`src/rtl/count_evt_pkg.sv`:
```
// Shared types for the count event monitor: event codes and the queued event record.
package count_evt_pkg;

  localparam int unsigned EVT_CODE_W = 3;
  // Widest counter the event record can carry; narrower counts are zero-extended.
  localparam int unsigned EVT_CNT_W  = 16;

  typedef enum logic [EVT_CODE_W-1:0] {
    EvtNone    = 3'd0,
    EvtOvf     = 3'd1,
    EvtUnf     = 3'd2,
    EvtHiCross = 3'd3,
    EvtLoCross = 3'd4,
    EvtDirChg  = 3'd5,
    EvtStall   = 3'd6
  } evt_code_t;

  typedef struct packed {
    evt_code_t              code;
    logic [EVT_CNT_W-1:0]   count;
  } evt_t;

endpackage

```
`src/rtl/count_evt_fifo.sv`:
```
// Show-ahead event FIFO with synchronous active-low reset; head reads as zero when empty.
module count_evt_fifo
  import count_evt_pkg::*;
#(
  parameter int unsigned DEPTH = 4
) (
  input  logic                   clk_i,
  input  logic                   rst_ni,
  input  logic                   push_i,
  input  evt_t                   wdata_i,
  input  logic                   pop_i,
  output evt_t                   rdata_o,
  output logic                   full_o,
  output logic                   empty_o,
  output logic [$clog2(DEPTH):0] level_o
);

  localparam int unsigned PtrW = $clog2(DEPTH);
  localparam logic [PtrW:0] LevelFull = (PtrW+1)'(DEPTH);

  evt_t            mem_q [DEPTH];
  logic [PtrW-1:0] wptr_q, rptr_q;
  logic [PtrW:0]   level_q, level_d;
  logic            do_push, do_pop;

  assign empty_o = (level_q == '0);
  assign full_o  = (level_q == LevelFull);
  assign do_pop  = pop_i && !empty_o;
  // A pop in the same cycle frees the slot, so a full FIFO still accepts the push.
  assign do_push = push_i && (!full_o || do_pop);

  always_comb begin
    level_d = level_q;
    if (do_push && !do_pop) begin
      level_d = level_q + 1'b1;
    end else if (do_pop && !do_push) begin
      level_d = level_q - 1'b1;
    end
  end

  always_ff @(posedge clk_i) begin
    if (!rst_ni) begin
      wptr_q  <= '0;
      rptr_q  <= '0;
      level_q <= '0;
    end else begin
      if (do_push) wptr_q <= wptr_q + 1'b1;
      if (do_pop)  rptr_q <= rptr_q + 1'b1;
      level_q <= level_d;
    end
  end

  always_ff @(posedge clk_i) begin
    if (do_push) mem_q[wptr_q] <= wdata_i;
  end

  assign rdata_o = empty_o ? '0 : mem_q[rptr_q];
  assign level_o = level_q;

endmodule

```
`src/rtl/count_event_monitor.sv`:
```
// Watches a counter's count/direction, classifies one event per cycle and queues it
// into a show-ahead FIFO drained over valid/ready.
module count_event_monitor
  import count_evt_pkg::*;
#(
  parameter int unsigned WIDTH        = 4,
  parameter int unsigned HI_THRESH    = 12,
  parameter int unsigned LO_THRESH    = 3,
  parameter int unsigned STALL_CYCLES = 8,
  parameter int unsigned DEPTH        = 4
) (
  input  logic                   clk,
  input  logic                   rst,
  input  logic [WIDTH-1:0]       count,
  input  logic                   up_down,
  input  logic                   evt_ready,
  output logic                   evt_valid,
  output logic [EVT_CODE_W-1:0]  evt_code,
  output logic [WIDTH-1:0]       evt_count,
  output logic                   evt_lost,
  output logic [$clog2(DEPTH):0] fifo_level
);

  localparam int unsigned StallW = $clog2(STALL_CYCLES);
  localparam logic [WIDTH-1:0]  MaxCount = '1;
  localparam logic [WIDTH-1:0]  HiTh     = WIDTH'(HI_THRESH);
  localparam logic [WIDTH-1:0]  LoTh     = WIDTH'(LO_THRESH);
  localparam logic [StallW-1:0] StallMax = StallW'(STALL_CYCLES - 1);
  localparam logic [StallW-1:0] StallArm = StallW'(STALL_CYCLES - 2);

  typedef enum logic [0:0] {StPrime, StTrack} state_e;

  state_e            state_q;
  logic [WIDTH-1:0]  prev_count_q;
  logic              prev_dir_q;
  logic [StallW-1:0] stall_cnt_q, stall_cnt_d;
  logic              lost_q;

  logic      ovf, unf, wrap, hi_cross, lo_cross, dir_chg, same, stall;
  logic      multi, push, pop, drop;
  evt_code_t evt_code_d;
  evt_t      push_evt, head;
  logic      fifo_full, fifo_empty;

  always_comb begin
    ovf      = (prev_count_q == MaxCount) && (count == '0) && up_down;
    unf      = (prev_count_q == '0) && (count == MaxCount) && !up_down;
    wrap     = ovf || unf;
    // Wraps jump across both thresholds; they are reported only as OVF/UNF.
    hi_cross = !wrap && (prev_count_q < HiTh) && (count >= HiTh);
    lo_cross = !wrap && (prev_count_q > LoTh) && (count <= LoTh);
    dir_chg  = (up_down != prev_dir_q);
    same     = (count == prev_count_q);
    stall    = same && (stall_cnt_q == StallArm);
    multi    = $countones({ovf, unf, hi_cross, lo_cross, dir_chg, stall}) > 1;
  end

  always_comb begin
    stall_cnt_d = stall_cnt_q;
    if (!same) begin
      stall_cnt_d = '0;
    end else if (stall_cnt_q != StallMax) begin
      stall_cnt_d = stall_cnt_q + 1'b1;
    end
  end

  always_comb begin
    evt_code_d = EvtNone;
    if (ovf)           evt_code_d = EvtOvf;
    else if (unf)      evt_code_d = EvtUnf;
    else if (hi_cross) evt_code_d = EvtHiCross;
    else if (lo_cross) evt_code_d = EvtLoCross;
    else if (dir_chg)  evt_code_d = EvtDirChg;
    else if (stall)    evt_code_d = EvtStall;
  end

  always_comb begin
    push_evt       = '0;
    push_evt.code  = evt_code_d;
    push_evt.count = EVT_CNT_W'(count);
  end

  assign push = (state_q == StTrack) && (evt_code_d != EvtNone);
  assign pop  = !fifo_empty && evt_ready;
  assign drop = push && fifo_full && !pop;

  always_ff @(posedge clk) begin
    if (!rst) begin
      state_q      <= StPrime;
      prev_count_q <= '0;
      prev_dir_q   <= 1'b0;
      stall_cnt_q  <= '0;
      lost_q       <= 1'b0;
    end else begin
      prev_count_q <= count;
      prev_dir_q   <= up_down;
      case (state_q)
        StPrime: state_q <= StTrack;
        StTrack: begin
          stall_cnt_q <= stall_cnt_d;
          if (multi || drop) lost_q <= 1'b1;
        end
        default: state_q <= StPrime;
      endcase
    end
  end

  count_evt_fifo #(
    .DEPTH(DEPTH)
  ) u_fifo (
    .clk_i   (clk),
    .rst_ni  (rst),
    .push_i  (push),
    .wdata_i (push_evt),
    .pop_i   (pop),
    .rdata_o (head),
    .full_o  (fifo_full),
    .empty_o (fifo_empty),
    .level_o (fifo_level)
  );

  logic unused_head_cnt;
  assign unused_head_cnt = ^head.count;

  assign evt_valid = !fifo_empty;
  assign evt_code  = head.code;
  assign evt_count = head.count[WIDTH-1:0];
  assign evt_lost  = lost_q;

endmodule

```
`config.mk`:
```
export PLATFORM = sky130hd
export DESIGN_NAME = count_event_monitor
export DESIGN_NICKNAME = d
export VERILOG_FILES = /design/src/rtl/count_evt_pkg.sv /design/src/rtl/count_evt_fifo.sv /design/src/rtl/count_event_monitor.sv
export SDC_FILE = /design/constraint.sdc
export NUM_CORES = 1
export LEC_CHECK = 0
export ABC_CLOCK_PERIOD_IN_PS = 3300
export CAP_MARGIN = 20
export CORE_MARGIN = 2
export CORE_UTILIZATION = 50
export DETAILED_ROUTE_END_ITERATION = 8
export MAX_ROUTING_LAYER = met4
export PLACE_DENSITY = 0.71
export SETUP_SLACK_MARGIN = 0.15
export SLEW_MARGIN = 25
export SYNTH_ARGS = -nofsm -noshare
export SYNTH_HDL_FRONTEND = slang
export SYNTH_SLANG_ARGS = --single-unit
```
`constraint.sdc`:
```
create_clock -name clk -period 3.3 [get_ports clk]
set_input_delay 0.495 -clock clk [delete_from_list [all_inputs] [get_ports clk]]
set_output_delay 0.495 -clock clk [all_outputs]
set_load 0.01 [all_outputs]
```
-- Word level (Yosys, flattened, before mapping)
Memories as Yosys holds them, arrays and structs flattened. A register that Yosys moved wholly into a read port is not among the register bits.
Cells that the tools add are included.
- register bits: 17
- memory bits (writable): 28
- memories: 1
- word-level logic and storage cells: 82
- memories (memory ; depth ; bits a word ; read ports ; clocked after memory_dff ; wr ports ; line ; RTL):
    u_fifo.mem_q ; 4 ; 7 ; 1 ; 1 ; 1 ; count_evt_fifo.sv:21 ; evt_t mem_q [DEPTH];
- magnitude comparators: 5
- equality and inequality tests: 8
- reductions and logical operators: 34
- $add $sub $neg: 10
- muxes and demuxes: 16
- operators with widths (operator ; number):
    2-to-1 mux 3 bit ; 10
    2-to-1 mux 19 bit ; 1
    logical AND 1 bit ; 17
    equality test 4 bit (second input constant) ; 2
    logical NOT 4 bit ; 2
    logical NOT 1 bit ; 7
    adder 1 x 1 -> 2 bit ; 3
    adder 3 x 1 -> 3 bit (second input constant) ; 2
    equality test 3 bit (second input constant) ; 2
    adder 2 x 1 -> 2 bit (second input constant) ; 2
    adder 3 x 2 -> 4 bit ; 1
    equality test 4 bit ; 1
    >= comparator 4 bit (second input constant) ; 1
    > comparator 4 x 1 -> 1 bit (second input constant) ; 1
    > comparator 4 x 2 -> 1 bit (second input constant) ; 1
    less-or-equal comparator 4 x 2 -> 1 bit (second input constant) ; 1
    < comparator 4 bit (second input constant) ; 1
    2-to-1 mux 2 bit ; 2
    AND reduction 2 bit ; 2
    adder 2 x 2 -> 3 bit ; 1
    logical NOT 3 bit ; 1
    logical OR 1 bit ; 3
    2-to-1 mux 1 bit ; 3
    inequality test 3 bit (second input constant) ; 1
    5 further kinds ; 5

-- Depth between registers and ports, before layout
- word-level depth: 18
- depth in mapped cells: 12
- mapped depth without buffers: 11

-- Cells and area by module
From an unflattened synthesis, not the netlist that was laid out.
- cell total of the unflattened synthesis: 251
- area total of the unflattened synthesis: 4155.2 µm²
- by module, submodules not included (module ; cells an instance ; instances ; area an instance (µm²)):
    count_evt_fifo ; 169 ; 1 ; 3468.3
    count_event_monitor ; 82 ; 1 ; 686.9

-- Worst setup path before layout
OpenSTA, ideal clock, no wires.
- path kind: input -> register
- start point: input port count[2]
- end point: register u_fifo.level_q[2], in the netlist u_fifo.level_o[2]
- setup time: 0.076 ns
- cell stages on the path: 12
- path slack: 0.321 ns
- buffers on the path: 1
- required time: 3.224 ns
- arrival: 2.903 ns
- path through: xor2_1 nor4_4 nand3_2 a221oi_2 o31a_1 buf_6 ha_1 inv_1 fa_1 xor2_1 or3_1 a21boi_0
- word-level cells in the longest chain between the ends: 17
- ends and longest elaborated chain (item ; line ; RTL):
    from (decl) ; count_event_monitor.sv:14 ; input logic [WIDTH-1:0] count,
    equality test 4 bit or logical NOT 4 bit (tied branches) ; count_event_monitor.sv:47, count_event_monitor.sv:46 ;
    logical AND 1 bit, on equally long branches (2 in series) ; count_event_monitor.sv:47, count_event_monitor.sv:46 ;
    logical OR 1 bit ; count_event_monitor.sv:48 ; wrap = ovf || unf;
    logical NOT 1 bit ; count_event_monitor.sv:50, count_event_monitor.sv:51 ;
    logical AND 1 bit (2 in series) ; count_event_monitor.sv:51 ; lo_cross = !wrap && (prev_count_q > LoTh) && (count <= LoTh);
    2-to-1 mux 3 bit ; count_event_monitor.sv:72 ; else if (lo_cross) evt_code_d = EvtLoCross;
    2-to-1 mux 3 bit ; count_event_monitor.sv:71 ; else if (hi_cross) evt_code_d = EvtHiCross;
    2-to-1 mux 3 bit ; count_event_monitor.sv:70 ; else if (unf) evt_code_d = EvtUnf;
    2-to-1 mux 3 bit (*) ; count_event_monitor.sv:69 ; if (ovf) evt_code_d = EvtOvf;
    via evt_code_d[2] ; count_event_monitor.sv:41 ; evt_code_t evt_code_d;
    nonzero test 3 bit (*) ; count_event_monitor.sv:83 ; assign push = (state_q == StTrack) && (evt_code_d != EvtNone);
    logical AND 1 bit (*) ; count_event_monitor.sv:83 ;
    logical AND 1 bit (*) ; count_evt_fifo.sv:30 ; assign do_push = push_i && (!full_o || do_pop);
    via u_fifo.do_push ; count_evt_fifo.sv:24 ; logic do_push, do_pop;
    logical NOT 1 bit ; count_evt_fifo.sv:36 ; end else if (do_pop && !do_push) begin
    logical AND 1 bit ; count_evt_fifo.sv:36 ;
    nonzero test 2 bit (no line) ; -- ;
    to (signal assigned) ; count_evt_fifo.sv:49 ; level_q <= level_d;
    to (decl) ; count_evt_fifo.sv:23 ; logic [PtrW:0] level_q, level_d;
The timed path passes the listed nets; every way through them passes the cells marked *.
A chain may end at the register's enable or synchronous reset.

-- Final worst setup path
- start point: input port count[1]
- end point: register u_fifo.level_q[2], in the netlist u_fifo.level_o[2]
- word-level cells in the longest chain between the ends: 17
- ends and longest elaborated chain (item ; line):
    equality test 4 bit or logical NOT 4 bit (tied branches) ; count_event_monitor.sv:47, count_event_monitor.sv:46
    logical AND 1 bit, on equally long branches (2 in series) ; count_event_monitor.sv:47, count_event_monitor.sv:46
    logical OR 1 bit ; count_event_monitor.sv:48
    logical NOT 1 bit ; count_event_monitor.sv:50, count_event_monitor.sv:51
    logical AND 1 bit (2 in series) ; count_event_monitor.sv:51
    2-to-1 mux 3 bit ; count_event_monitor.sv:72
    2-to-1 mux 3 bit ; count_event_monitor.sv:71
    2-to-1 mux 3 bit ; count_event_monitor.sv:70
    2-to-1 mux 3 bit (*) ; count_event_monitor.sv:69
    via evt_code_d[2] ; count_event_monitor.sv:41
    nonzero test 3 bit (*) ; count_event_monitor.sv:83
    logical AND 1 bit (*) ; count_event_monitor.sv:83
    logical AND 1 bit (*) ; count_evt_fifo.sv:30
    logical NOT 1 bit ; count_evt_fifo.sv:36
    logical AND 1 bit ; count_evt_fifo.sv:36
    nonzero test 2 bit (no line) ; --
Marked as above.

==> results summary <==
The run finished with clean final reports. Of all cell types, the one taking the most synthesized area is sky130_fd_sc_hd__edfxtp_1. The most used flip-flop cell after synthesis is sky130_fd_sc_hd__edfxtp_1. Clock-pin slew was measured on the worst setup and hold paths at 0.08 ns.

Counting tap cells, the placed design contains a total of 239 instances. The minimum setup slack in the final design came out at 0.3718 ns. After floorplanning, the core was sized to cover 4086 um2.

The worst hold path cell count is 2. The number of clock buffers inserted by TritonCTS is 5. TritonCTS built the clock tree. The number of port buffers is 19. The layout overhead on the synthesized area came out at 22.59%. Setup repair after global routing left no endpoint under its margin. The full die area is 4850 um2.

The total global routing overflow is 0. The area of placed instances came out at 2497 um2. The average vias per placed instance came out at ~5.2.

The ratio of total power to cell area is roughly 650 nW/um2. Routability-driven placement finished with a final weighted congestion of about 0.91. The worst stage delay on the critical path is between 0.3 and 0.4 ns. The final non-filler cell area is 2641 um2.

The cell repeated most along the worst path is sky130_fd_sc_hd__xor2_1. After synthesis, the cell types taking the most area are sky130_fd_sc_hd__edfxtp_1, sky130_fd_sc_hd__dfxtp_1, sky130_fd_sc_hd__mux4_2. The mean instance size in the synthesized netlist is 13.47 um2. The worst setup path is of the in2reg kind. The routed wirelength normalized by instance count came out at 15.48 um. The global router's overall resource usage came out at 0.1813. The endpoint identified for the worst register-to-register timing path is u_fifo.level_o[2]. The number of max-capacitance violations reported is 0. The maximum net fanout on the critical path is 7. The final worst-path cycle share is 0.8873.

The number of violations reported at the end of detailed-routing iteration 0 is 40. The setup total negative slack is 0 ns. The number of slew-limit violations in the final report came out at 0. For this run, the number of Yosys warnings is 0.

The proportion of register bits with asynchronous set or reset after synthesis is 0. The number of distinct standard cells referenced by the synthesized netlist is 39. The design draws 1.717 mW. The min-delay analysis places its worst path in the category reg2reg. Excluding fillers, the count of instances in the completed layout stands at ~250. The worst setup path is captured at a flip-flop. The via count of the first global-routing pass came out at ~1,400. The I/O pin count is 20. The initial cell density of the core is 0.5273. The post-placement worst setup slack came out at -0.2355 ns. The detailed placement HPWL is 2814 um. The number of register bits inferred by synthesis is 47. Counting instances in the post-synthesis netlist gives the leading cell types as sky130_fd_sc_hd__edfxtp_1, sky130_fd_sc_hd__and2_1, sky130_fd_sc_hd__dfxtp_1. The slowest stage of the critical path belongs to the cell sky130_fd_sc_hd__fa_1. The number of synthesized flops with an enable pin came out at 28. The final setup violation count came out at 0. Counting along the longest clock path gives a buffer depth of 2. The post-synthesis cell count is 160. The count of antenna-violating nets left after detailed routing is 0. The mapped cell area came out at approximately 2200 um2. The clock sink count came out at 47. The final hold violation count came out at 0. The horizontal die dimension came out at 69.65 um. The number of antenna violations at the first check in global routing came out at 0. The maximum number of pins on one net before global-route repair is 21. STA puts the critical path data required time at 3.53 ns. The CTS H-tree depth is 2. The achievable frequency came out at around 0.34 GHz.

The transition time at the pin with the least slew margin came out at between 0.5 and 0.6 ns. The static leakage power is approximately 1.0 nW. The count of TritonRoute iterations in the first routing pass is 4. The count of nets after finishing is 217. The worst setup path is launched from a primary input.

The clock tree skew after final layout came out at 0.001515 ns. The clock tree root buffer cell is sky130_fd_sc_hd__clkbuf_8. The number of nets in the synthesized netlist is 179. The fraction of final layout cells sized beyond drive strength 1 came out at 0.2010. The cell with the most instances after synthesis is sky130_fd_sc_hd__edfxtp_1.

The number of DRC violations after detailed routing came out at 0. For flop-to-flop paths, the worst setup slack is 0.47 ns. The wire length of the first global-routing pass came out at 6527 um. The vertical extent of the die is a little under 70 um. The total detailed-routing wirelength came out at 3854 um. The via count is around 1,300.

The normalized max-slew margin came out at 0.6223. The antenna diode instance count came out at 0. The terminating pin of the worst hold path is u_fifo.wptr_q[1]. For the worst setup path, the data arrival time is about 3.2 ns. The launch point of the worst hold path is u_fifo.wptr_q[1]. The shortest clock period the worst path allows after layout is 2.928 ns. The clock reaches the later pin of the worst-skew pair after 0.29 ns. The fraction of synthesized cell area taken by the top area cell type came out at 0.3902. Traced cell by cell, the critical path runs through dlygate4sd2_1, xor2_1, nor4_4, nand3_2, a221oi_4, o31a_1, ha_1, inv_1, fa_1, xor2_1, or3_1, a21boi_1. The hold buffer count at cts came out at 0. In this run the critical register-to-register path is launched from prev_count_q[1]. The maximum resistive drop on vdd came out at 293.1 uV. The share of synthesized area occupied by flip-flops and latches is 0.5668. The worst reg-to-reg path cell count is 11. The placement row count is 23.
## state kept, by name (all words and copies together) (netlist names), named ones only
| name | flops |
|---|---|
| state_q | 1 |
| stall_cnt_q | 3 |
| prev_dir_q | 1 |
| u_fifo.mem_q | 28 |
| u_fifo.rptr_q | 2 |
| evt_lost | 1 |
| prev_count_q | 4 |
| u_fifo.wptr_q | 2 |
| u_fifo.level_o | 3 |
## layout by cell type (no fill, tap or decap), types with 7 or more instances in the layout
cell type	n
sky130_fd_sc_hd__inv_1	7
sky130_fd_sc_hd__ha_1	8
sky130_fd_sc_hd__nand2_1	9
sky130_fd_sc_hd__dfxtp_1	19
sky130_fd_sc_hd__buf_4	18
sky130_fd_sc_hd__clkdlybuf4s50_1	14
sky130_fd_sc_hd__edfxtp_1	28
sky130_fd_sc_hd__and2_1	20
sky130_fd_sc_hd__mux4_2	7
## worst max path at each step
| stage | startpoint | end | slack (ns) | cells after the start |
|---|---|---|---|---|
| after floorplan | count[2] | u_fifo.level_o[2] | 0.32 | 12 |
| after global placement | count[3] | evt_lost | -0.11 | 11 |
| after detailed placement | count[1] | u_fifo.level_o[2] | -0.24 | 12 |
| after CTS | count[3] | u_fifo.level_o[2] | 0.13 | 12 |
| after global routing | count[1] | u_fifo.level_o[2] | 0.18 | 12 |
| final | count[1] | u_fifo.level_o[2] | 0.37 | 12 |
## per-stage QoR
stage	util	hold slack [ns]
2_1_floorplan	-	0.4677
3_3_place_gp	0.6111	0.4797
3_5_place_dp	0.6111	0.4980
4_1_cts	0.6396	0.5179
5_1_grt	0.6464	0.5472
6_report	0.6464	0.5100
## final cells by class
type,instances,area (um2)
Tap cell,50,62.56
Multi-Input combinational cell,100,902.1
Sequential cell,47,1221
Fill cell,316,1445
Timing Repair Buffer,37,330.3
Inverter,7,26.28
Clock buffer,6,82.58
Clock inverter,2,16.27
## routing by layer
layer	vias to the layer above	track usage	wire length, um
li1	642	-	-
met1	635	0.2075	1742
met2	15	0.3024	1990
met3	2	0.04651	80
met4	0	0.07906	41
met5	-	-	0
## timing repair
action,CTS,global route
endpoints found under the setup margin,2,2
hold endpoints to repair,0,0
gates resized for setup,3,7
pin swaps,4,4
setup buffers,2,0
## cells by family after synthesis
family | Yosys count | share of synthesized area
AO/OA/AOI/OAI | 15 | 0.05343
XOR/XNOR | 9 | 0.03659
adder cells (fa/ha/maj) | 11 | 0.07434
buffers and inverters | 13 | 0.02613
flip-flops | 47 | 0.5668
multiplexers | 10 | 0.08711
other | 1 | 0.001740
AND/OR/NAND/NOR | 54 | 0.1539
## power by group
group          total, mW  internal, mW  leakage [nW]  switching [mW]
clock network      0.362         0.171        0.0474           0.191
registers          0.765         0.694         0.413          0.0709
logic              0.590         0.350         0.556           0.240
## critical path, delay by kind of cell
family                   cells  cell delay (ns)
buffers and inverters        2             0.37
adder cells (fa/ha/maj)      2             0.55
XOR/XNOR                     2             0.35
AND/OR/NAND/NOR              3             0.80
AO/OA/AOI/OAI                3             0.60
(Power assumes the default switching activity.)
